**src/rtl/decode_forward_unit.sv**
```systemverilog
// ID stage: latches the instruction, decodes fields, drives bank read addresses,
// tracks the last three issued destinations for forwarding and stalls on load-use.
module decode_forward_unit #(
  parameter int unsigned DW = 16,
  parameter int unsigned AW = 5,
  parameter int unsigned IW = 32
) (
  input  logic          clk,
  input  logic          rst,
  input  logic [IW-1:0] instr,
  input  logic          instr_valid,
  output logic          instr_ready,
  output logic [AW-1:0] ra,
  output logic [AW-1:0] rb,
  output logic [1:0]    mux_sel_a,
  output logic [1:0]    mux_sel_b,
  output logic [DW-1:0] imm,
  output logic          imm_sel,
  output logic [AW-1:0] rw_out,
  output logic          wen_out,
  output logic          load_out,
  output logic          issue_valid,
  output logic          stall
);

  localparam logic [5:0] OP_RTYPE = 6'b000000;
  localparam logic [5:0] OP_ADDI  = 6'b001000;
  localparam logic [5:0] OP_LW    = 6'b100011;
  localparam logic [5:0] OP_BEQ   = 6'b000100;

  localparam logic [1:0] SEL_BANK = 2'b00;
  localparam logic [1:0] SEL_EX   = 2'b01;
  localparam logic [1:0] SEL_DM   = 2'b10;
  localparam logic [1:0] SEL_WB   = 2'b11;

  typedef struct packed {
    logic [AW-1:0] rw;
    logic          wen;
    logic          load;
  } hist_t;

  // Older entries only feed forwarding, so the load flag is not kept.
  typedef struct packed {
    logic [AW-1:0] rw;
    logic          wen;
  } fwd_t;

  logic [IW-1:0] id_instr;
  logic          id_valid;
  hist_t         d1;
  fwd_t          d2;
  fwd_t          d3;

  logic [5:0]    opcode;
  logic [AW-1:0] dec_rw;
  logic          use_a;
  logic          use_b;
  logic          dec_wr;
  logic          dec_wen;
  logic          dec_load;
  logic          dec_imm_sel;
  logic          issue;
  logic [1:0]    sel_a_c;
  logic [1:0]    sel_b_c;

  assign opcode = id_instr[31:26];
  assign dec_rw = AW'(id_instr[25:21]);
  assign ra     = AW'(id_instr[20:16]);
  assign rb     = AW'(id_instr[15:11]);

  // Opcode decode; unknown opcodes behave as a NOP.
  always_comb begin
    use_a       = 1'b0;
    use_b       = 1'b0;
    dec_wr      = 1'b0;
    dec_load    = 1'b0;
    dec_imm_sel = 1'b0;
    case (opcode)
      OP_RTYPE: begin use_a = 1'b1; use_b = 1'b1; dec_wr = 1'b1; end
      OP_ADDI:  begin use_a = 1'b1; dec_wr = 1'b1; dec_imm_sel = 1'b1; end
      OP_LW:    begin use_a = 1'b1; dec_wr = 1'b1; dec_load = 1'b1; dec_imm_sel = 1'b1; end
      OP_BEQ:   begin use_a = 1'b1; use_b = 1'b1; end
      default:  ;
    endcase
  end

  // R0 is hardwired, so a write to it never becomes a forwarding source.
  assign dec_wen = dec_wr & (dec_rw != '0);

  function automatic logic [1:0] fwd_sel(input logic use_r, input logic [AW-1:0] r,
                                         input hist_t h1, input fwd_t h2, input fwd_t h3);
    if (use_r && h1.wen && (h1.rw == r)) return SEL_EX;
    if (use_r && h2.wen && (h2.rw == r)) return SEL_DM;
    if (use_r && h3.wen && (h3.rw == r)) return SEL_WB;
    return SEL_BANK;
  endfunction

  assign sel_a_c = fwd_sel(use_a, ra, d1, d2, d3);
  assign sel_b_c = fwd_sel(use_b, rb, d1, d2, d3);

  assign stall = id_valid & d1.wen & d1.load &
                 ((use_a & (ra == d1.rw)) | (use_b & (rb == d1.rw)));
  assign instr_ready = ~stall;
  assign issue       = id_valid & ~stall;

  always_ff @(posedge clk or posedge rst) begin
    if (rst) begin
      id_instr <= '0;
      id_valid <= 1'b0;
    end else if (instr_ready) begin
      id_instr <= instr;
      id_valid <= instr_valid;
    end
  end

  // History shift and issue registers; a stall or empty ID slot issues a bubble.
  always_ff @(posedge clk or posedge rst) begin
    if (rst) begin
      d1          <= '0;
      d2          <= '0;
      d3          <= '0;
      mux_sel_a   <= SEL_BANK;
      mux_sel_b   <= SEL_BANK;
      imm         <= '0;
      imm_sel     <= 1'b0;
      rw_out      <= '0;
      wen_out     <= 1'b0;
      load_out    <= 1'b0;
      issue_valid <= 1'b0;
    end else begin
      d3 <= d2;
      d2 <= '{rw: d1.rw, wen: d1.wen};
      if (issue) begin
        d1          <= '{rw: dec_rw, wen: dec_wen, load: dec_load};
        mux_sel_a   <= sel_a_c;
        mux_sel_b   <= sel_b_c;
        imm         <= DW'(id_instr[15:0]);
        imm_sel     <= dec_imm_sel;
        rw_out      <= dec_rw;
        wen_out     <= dec_wen;
        load_out    <= dec_load;
        issue_valid <= 1'b1;
      end else begin
        d1          <= '0;
        mux_sel_a   <= SEL_BANK;
        mux_sel_b   <= SEL_BANK;
        imm         <= '0;
        imm_sel     <= 1'b0;
        rw_out      <= '0;
        wen_out     <= 1'b0;
        load_out    <= 1'b0;
        issue_valid <= 1'b0;
      end
    end
  end

endmodule

```
**config.mk**
```make
export PLATFORM = sky130hd
export DESIGN_NAME = decode_forward_unit
export DESIGN_NICKNAME = d
export VERILOG_FILES = /design/src/rtl/decode_forward_unit.sv
export SDC_FILE = /design/constraint.sdc
export NUM_CORES = 1
export LEC_CHECK = 0
export CAP_MARGIN = 20
export CORE_MARGIN = 10
export CORE_UTILIZATION = 43
export DETAILED_ROUTE_END_ITERATION = 8
export PLACE_DENSITY_LB_ADDON = 0.2
export RECOVER_POWER = 100
export SYNTH_ARGS = -nofsm -noshare
export SYNTH_HDL_FRONTEND = slang
export SYNTH_SLANG_ARGS = --single-unit
```
**constraint.sdc**
```tcl
create_clock -name clk -period 3.2 [get_ports clk]
set_input_delay 0.64 -clock clk [delete_from_list [all_inputs] [get_ports clk]]
set_output_delay 0.64 -clock clk [all_outputs]
set_load 0.1 [all_outputs]
```
### Word level (Yosys, flattened, before mapping)

Index checks and enable logic that the tools add are counted.
Widths: inputs -> output; s select.

| operators by class | value |
|---|---|
| bitwise logic cells | 9 |
| reductions and logical operators | 18 |
| div/mod/pow operators | 0 |
| $add $sub $neg | 0 |
| multipliers | 0 |
| shifts and indexed selects | 0 |
| multiplexer cells | 38 |
| magnitude comparators | 0 |
| equality and inequality tests | 11 |

Operators with widths:

| cell | number |
|---|---|
| $eq 5x5->1 | 8 |
| $mux 2 | 14 |
| $mux 1 | 21 |
| $mux 16 | 1 |
| $logic_and 1x1->1 | 12 |
| $and 1x1->1 | 7 |
| $mux 7 | 1 |
| $eq 6x3->1 const B | 1 |
| $eq 6x4->1 const B | 1 |
| $eq 6x6->1 const B | 1 |
| $logic_not 6->1 | 1 |
| $mux 5 | 1 |
| $reduce_bool 5->1 | 1 |
| $reduce_or 2->1 | 2 |
| $reduce_or 4->1 | 1 |
| $reduce_or 3->1 | 1 |
| $not 1->1 | 1 |
| $or 1x1->1 | 1 |

| storage, ports and cells | value |
|---|---|
| RAM bits | 0 |
| latch bits | 0 |
| ROM bits | 0 |
| output and inout port bits | 41 |
| flip-flop bits (word level) | 81 |
| memories | 0 |
| word-level logic and storage cells | 93 |
| input bits | 35 |

### Logic depth before layout (Yosys ltp)

| depth | value |
|---|---|
| depth after elaboration | 13 |
| mapped depth | 6 |
| depth with buffers taken out | 5 |

### Worst setup path after synthesis

OpenSTA, ideal clock, no wires.

| timing path | value |
|---|---|
| path type | reg2out |
| start point | register d1[5] (netlist name) |
| end point | output port stall |
| cell stages (with the launch flop) | 6 |
| required time | 2,560 ps |
| arrival time | 3,591 ps |
| buffers on the path | 0 |
| slack | -1,031 ps |
| path through | dfrtp_1 > xnor2_1 > nand4_2 > nor3_2 > nor2_1 > inv_1 |

| between the ends | value |
|---|---|
| longest elaborated chain between the ends | 4 |
| elaborated cells on any way between the ends | 6 |
| those cells by class | eq/ne (2); bitwise (4) |

Ends and longest elaborated chain:

| what | RTL line | source |
|---|---|---|
| start, declared | 50 | `hist_t d1;` |
| start signal, assigned | 134 | `d1 <= '{rw: dec_rw, wen: dec_wen, load: dec_load};` |
| $eq 5x5->1 | 102 | `((use_a & (ra == d1.rw)) \| (use_b & (rb == d1.rw)));` |
| $and 1x1->1 | 102 |  |
| $or 1x1->1 (*) | 102 |  |
| $and 1x1->1 (*) | 101 | `assign stall = id_valid & d1.wen & d1.load &` |
| end, declared | 23 | `output logic stall` |

Mark *: on every way between the ends. The rest lies on a longest branch, timed or not.

### Worst setup path after layout

| timing path | value |
|---|---|
| start point | register id_instr[31] |
| end point | output port instr_ready |

| between the ends | value |
|---|---|
| longest elaborated chain between the ends | 7 |
| elaborated cells on any way between the ends | 13 |
| those cells by class | eq/ne (3); mux (2); bitwise (5); reduce/logical (3) |

Ends and longest elaborated chain:

| what | RTL line | source |
|---|---|---|
| start, declared | 48 | `logic [IW-1:0] id_instr;` |
| start signal, assigned | 111 | `id_instr <= instr;` |
| $eq 6x6->1, or another cell as far along | 78 | `case (opcode)` |
| $reduce_or 4->1 (no source line) / $reduce_or 2->1 (equally long branches) | n/a |  |
| $mux 1 | 78 |  |
| $and 1x1->1 | 102 |  |
| $or 1x1->1 (*) | 102 |  |
| $and 1x1->1 (*) | 101 |  |
| $not 1->1 (*) | 103 | `assign instr_ready = ~stall;` |
| end, declared | 12 | `output logic instr_ready,` |

Marks and branches as above.

==> summary.md <==
- finished, final reports clean — result of the run
- 0 — Max-cap violations
- 31 — placement row count
- 0.008618 ns — setup skew after layout
- 266 — nets in the synthesized netlist
- 1.308 ns — Least-Margin Pin Slew
- 0.007253 mm^2 — core area
- 0 — Resized cells post-CTS
- 355.3 MHz — highest clock frequency the design can meet
- 74 — flip-flop and latch count after synthesis
- 57.65% — sequential share of the synthesized area
- 2,165 — number of global-route vias before repair
- 4 — drt first pass iters
- d3[0]$_DFF_PP0_ — endpoint of the worst hold path
- 6778 um — routed wire length
- 57.65% — share of the synthesized area in the top cell type
- 0 — number of hold-repair buffers added at the cts stage
- no — unrepaired setup endpoints after global routing
- sky130_fd_sc_hd__clkbuf_8 — Clk Tree Root Cell
- primary output — Critical Path Sink Type
- 11,170 um — global-route wire length before repair
- 0.003212 mm^2 — post-synthesis instance area
- 564.5 mW/mm^2 — ratio of total power to cell area
- id_instr[20]$_DFFE_PP0N_ — launching point of the worst reg2reg path
- 0.2573 mV — IR Drop Worst-Case VDD
- 2.56 ns — Data required, critical path
- 79 — number of design-rule violations left by the first detailed-router iteration
- reg2reg — Tightest Hold Check Type
- 2.815 ns — Final min period
- 2.17 ns — critical path data arrival time
- sky130_fd_sc_hd__dfrtp_1 — most frequently used flop master after synthesis
- sky130_fd_sc_hd__dfrtp_1 — most used standard cell by instance count after synthesis
- 9 — number of buffers added by the clock tree synthesis step
- 44.28% — initial cell density of the core
- reg2out — type of the setup path with the least slack
- 0 — number of warnings reported in the yosys synthesis log
- 0 — count of antenna diodes in the layout
- 74 — clock net sink count
- 0 — count of flip-flops with a built-in enable after synthesis
- 12.58% — GRT Util Overall
- 0 — residual DRC count
- 106.4 um — horizontal extent of the die
- 37 — largest net degree at the start of global routing
- 3 — number of H-tree levels
- 0 — instance count along the most critical hold path
- 0.8415 — Final Wtd Congestion
- 0.01133 mm^2 — Die Area
- 6 — critical path peak fanout
- 4.766 — Vias per Instance
- 39 — count of distinct cell types in the synthesized netlist
- 341 — count of nets after finishing
- 0.08 ns — clock-pin transition on the worst setup and hold timing paths
- 13.90 um^2 — mean instance size in the synthesized netlist
- 16.53 um — wire length per cell
- 87.96% — Final Cycle Share
- 12.69% — remaining max-slew budget at the tightest pin
- d2[0]$_DFF_PP0_ — hold_sp
- 106.4 um — Die Ht
- flop — Critical Path Start Type
- 100.0% — share of synthesized flip-flops with an asynchronous set or reset
- 0 ns — summed negative setup slack over all endpoints
- sky130_fd_sc_hd__dfrtp_1 — leading area contributor after synthesis
- 0 — number of buffers added for setup after CTS
- sky130_fd_sc_hd__dfrtp_1 58%, sky130_fd_sc_hd__mux2_4 13%, sky130_fd_sc_hd__xnor2_1 6.0%, sky130_fd_sc_hd__and2_1 4.3%, sky130_fd_sc_hd__buf_4 2.3% — most area-consuming cells after synthesis
- 75 — IO Port Bufs
- 0 — # setup viols final
- 76 — number of top-level design ports
- 0.34 ns — clock insertion delay at the later pin of the skew report
- 0 — number of antenna violations at the first check in global routing
- 0 — overflow left after global routing
- 6 — path depth of the worst reg2reg path
- 1.659 nW — Leak Pwr
- 2 — clock tree buffer depth
- 0.64 ns — reg-to-reg setup timing slack
- 0 — count of endpoints failing hold in the final timing report
- id_instr[6]$_DFFE_PP0N_ — R2R Path End
- 0 — fin. max-slew vios
- 5044 um — dpl hpwl
- id_instr[31]$_DFFE_PP0N_ — Worst setup startpoint
- 2.196 mW — total power of the final layout
- 1,954 — via count
- yes — CTS tree
- 0 — post-detailed-route count of antenna-violating nets
- 21.11% — area growth from synthesis to layout
- 231 — number of instances in the synthesized netlist
- 74 x sky130_fd_sc_hd__dfrtp_1, 28 x sky130_fd_sc_hd__mux2_4, 22 x sky130_fd_sc_hd__and2_1, 22 x sky130_fd_sc_hd__xnor2_1, 10 x sky130_fd_sc_hd__buf_4 — Post-synth top cells
- 12.22% — share of layout cells above drive strength 1
-- registers in the layout, summed over array words and instances (netlist names), 2 cells and up --
| signal | cells |
|---|---|
| id_instr | 32 |
| imm | 16 |
| d1 | 7 |
| d2 | 6 |
| d3 | 6 |
| mux_sel_a | 2 |
| mux_sel_b | 2 |
-- worst max-delay path, stage by stage, from the launching register on --
cell and delay (ns):
sky130_fd_sc_hd__dfrtp_1 0.44, sky130_fd_sc_hd__nor3_4 0.31, sky130_fd_sc_hd__nand4_1 0.23, sky130_fd_sc_hd__nor3_2 0.41, sky130_fd_sc_hd__nor2_4 0.08, sky130_fd_sc_hd__clkbuf_2 0.38
-- logic make-up (layout without fill, tap and decap cells) --
family	after synthesis	in the layout	share of synthesized area, %
buffers and inverters	19	99	4.129
XOR/XNOR	30	30	8.181
flip-flops	74	74	57.65
multiplexers	29	29	13.44
AND/OR/NAND/NOR	68	68	13.56
AO/OA/AOI/OAI	11	11	3.039
-- report_power, final --
| group | internal [mW] | switching [mW] |
|---|---|---|
| Clock | 0.517 | 0.342 |
| Sequential | 0.977 | 0.0385 |
| Combinational | 0.0912 | 0.229 |
-- metal layers --
layer | vias to the layer above | track usage (%) | wire, um
met5 | - | 0 | 0
met4 | 0 | 5.803 | 116
met3 | 9 | 2.959 | 291
met2 | 45 | 20.54 | 3369
met1 | 976 | 15.43 | 3001
li1 | 924 | - | -
-- placed cells by master (no fill, tap or decap), drive strengths merged, types with 2 or more instances in the layout --
cell           Yosys  layout
or3                3       3
clkinv             0       4
clkbuf             1      53
nor4               4       4
or4                3       3
xor2               8       8
nand2              9       9
a22oi              2       2
nor3               4       4
dfrtp             74      74
clkdlybuf4s50      0      33
bufinv             0       3
nand4              4       4
nor2               6       6
inv                4       4
a21oi              3       3
mux2              29      29
and3b              2       2
and3               2       2
nand3              5       5
xnor2             22      22
and2              22      22
-- per-stage QoR --
step	hold WS [ns]	utilization [%]	instance area [um^2]	setup slack (ns)	instances
after floorplan	0.3731	-	3226	0.1129	231
after global placement	0.3928	54.15	3928	0.8045	394
after detailed placement	0.3966	54.15	3928	0.7644	394
after CTS	0.4165	57.48	4169	0.3970	410
after global routing	0.4219	53.63	3890	0.2316	410
final	0.4055	53.63	3890	0.3852	410
-- area by class of cell --
cell class                      instances  area, um^2
Clock buffer                            9       123.9
Timing Repair Buffer                   79       529.3
Inverter                                4       15.01
Sequential cell                        74        1856
Multi-Input combinational cell        138        1125
Tap cell                               99       123.9
Clock inverter                          7       117.6
Fill cell                             714        3363
-- worst max-delay path by stage --
stage	endpoint	slack [ns]	cells past startpoint
2_1_floorplan	stall	0.11	4
3_3_place_gp	stall	0.80	6
3_5_place_dp	stall	0.76	6
4_1_cts	stall	0.40	6
5_1_grt	instr_ready	0.23	5
6_report	instr_ready	0.39	5
Power figures use the tool's default switching activity.
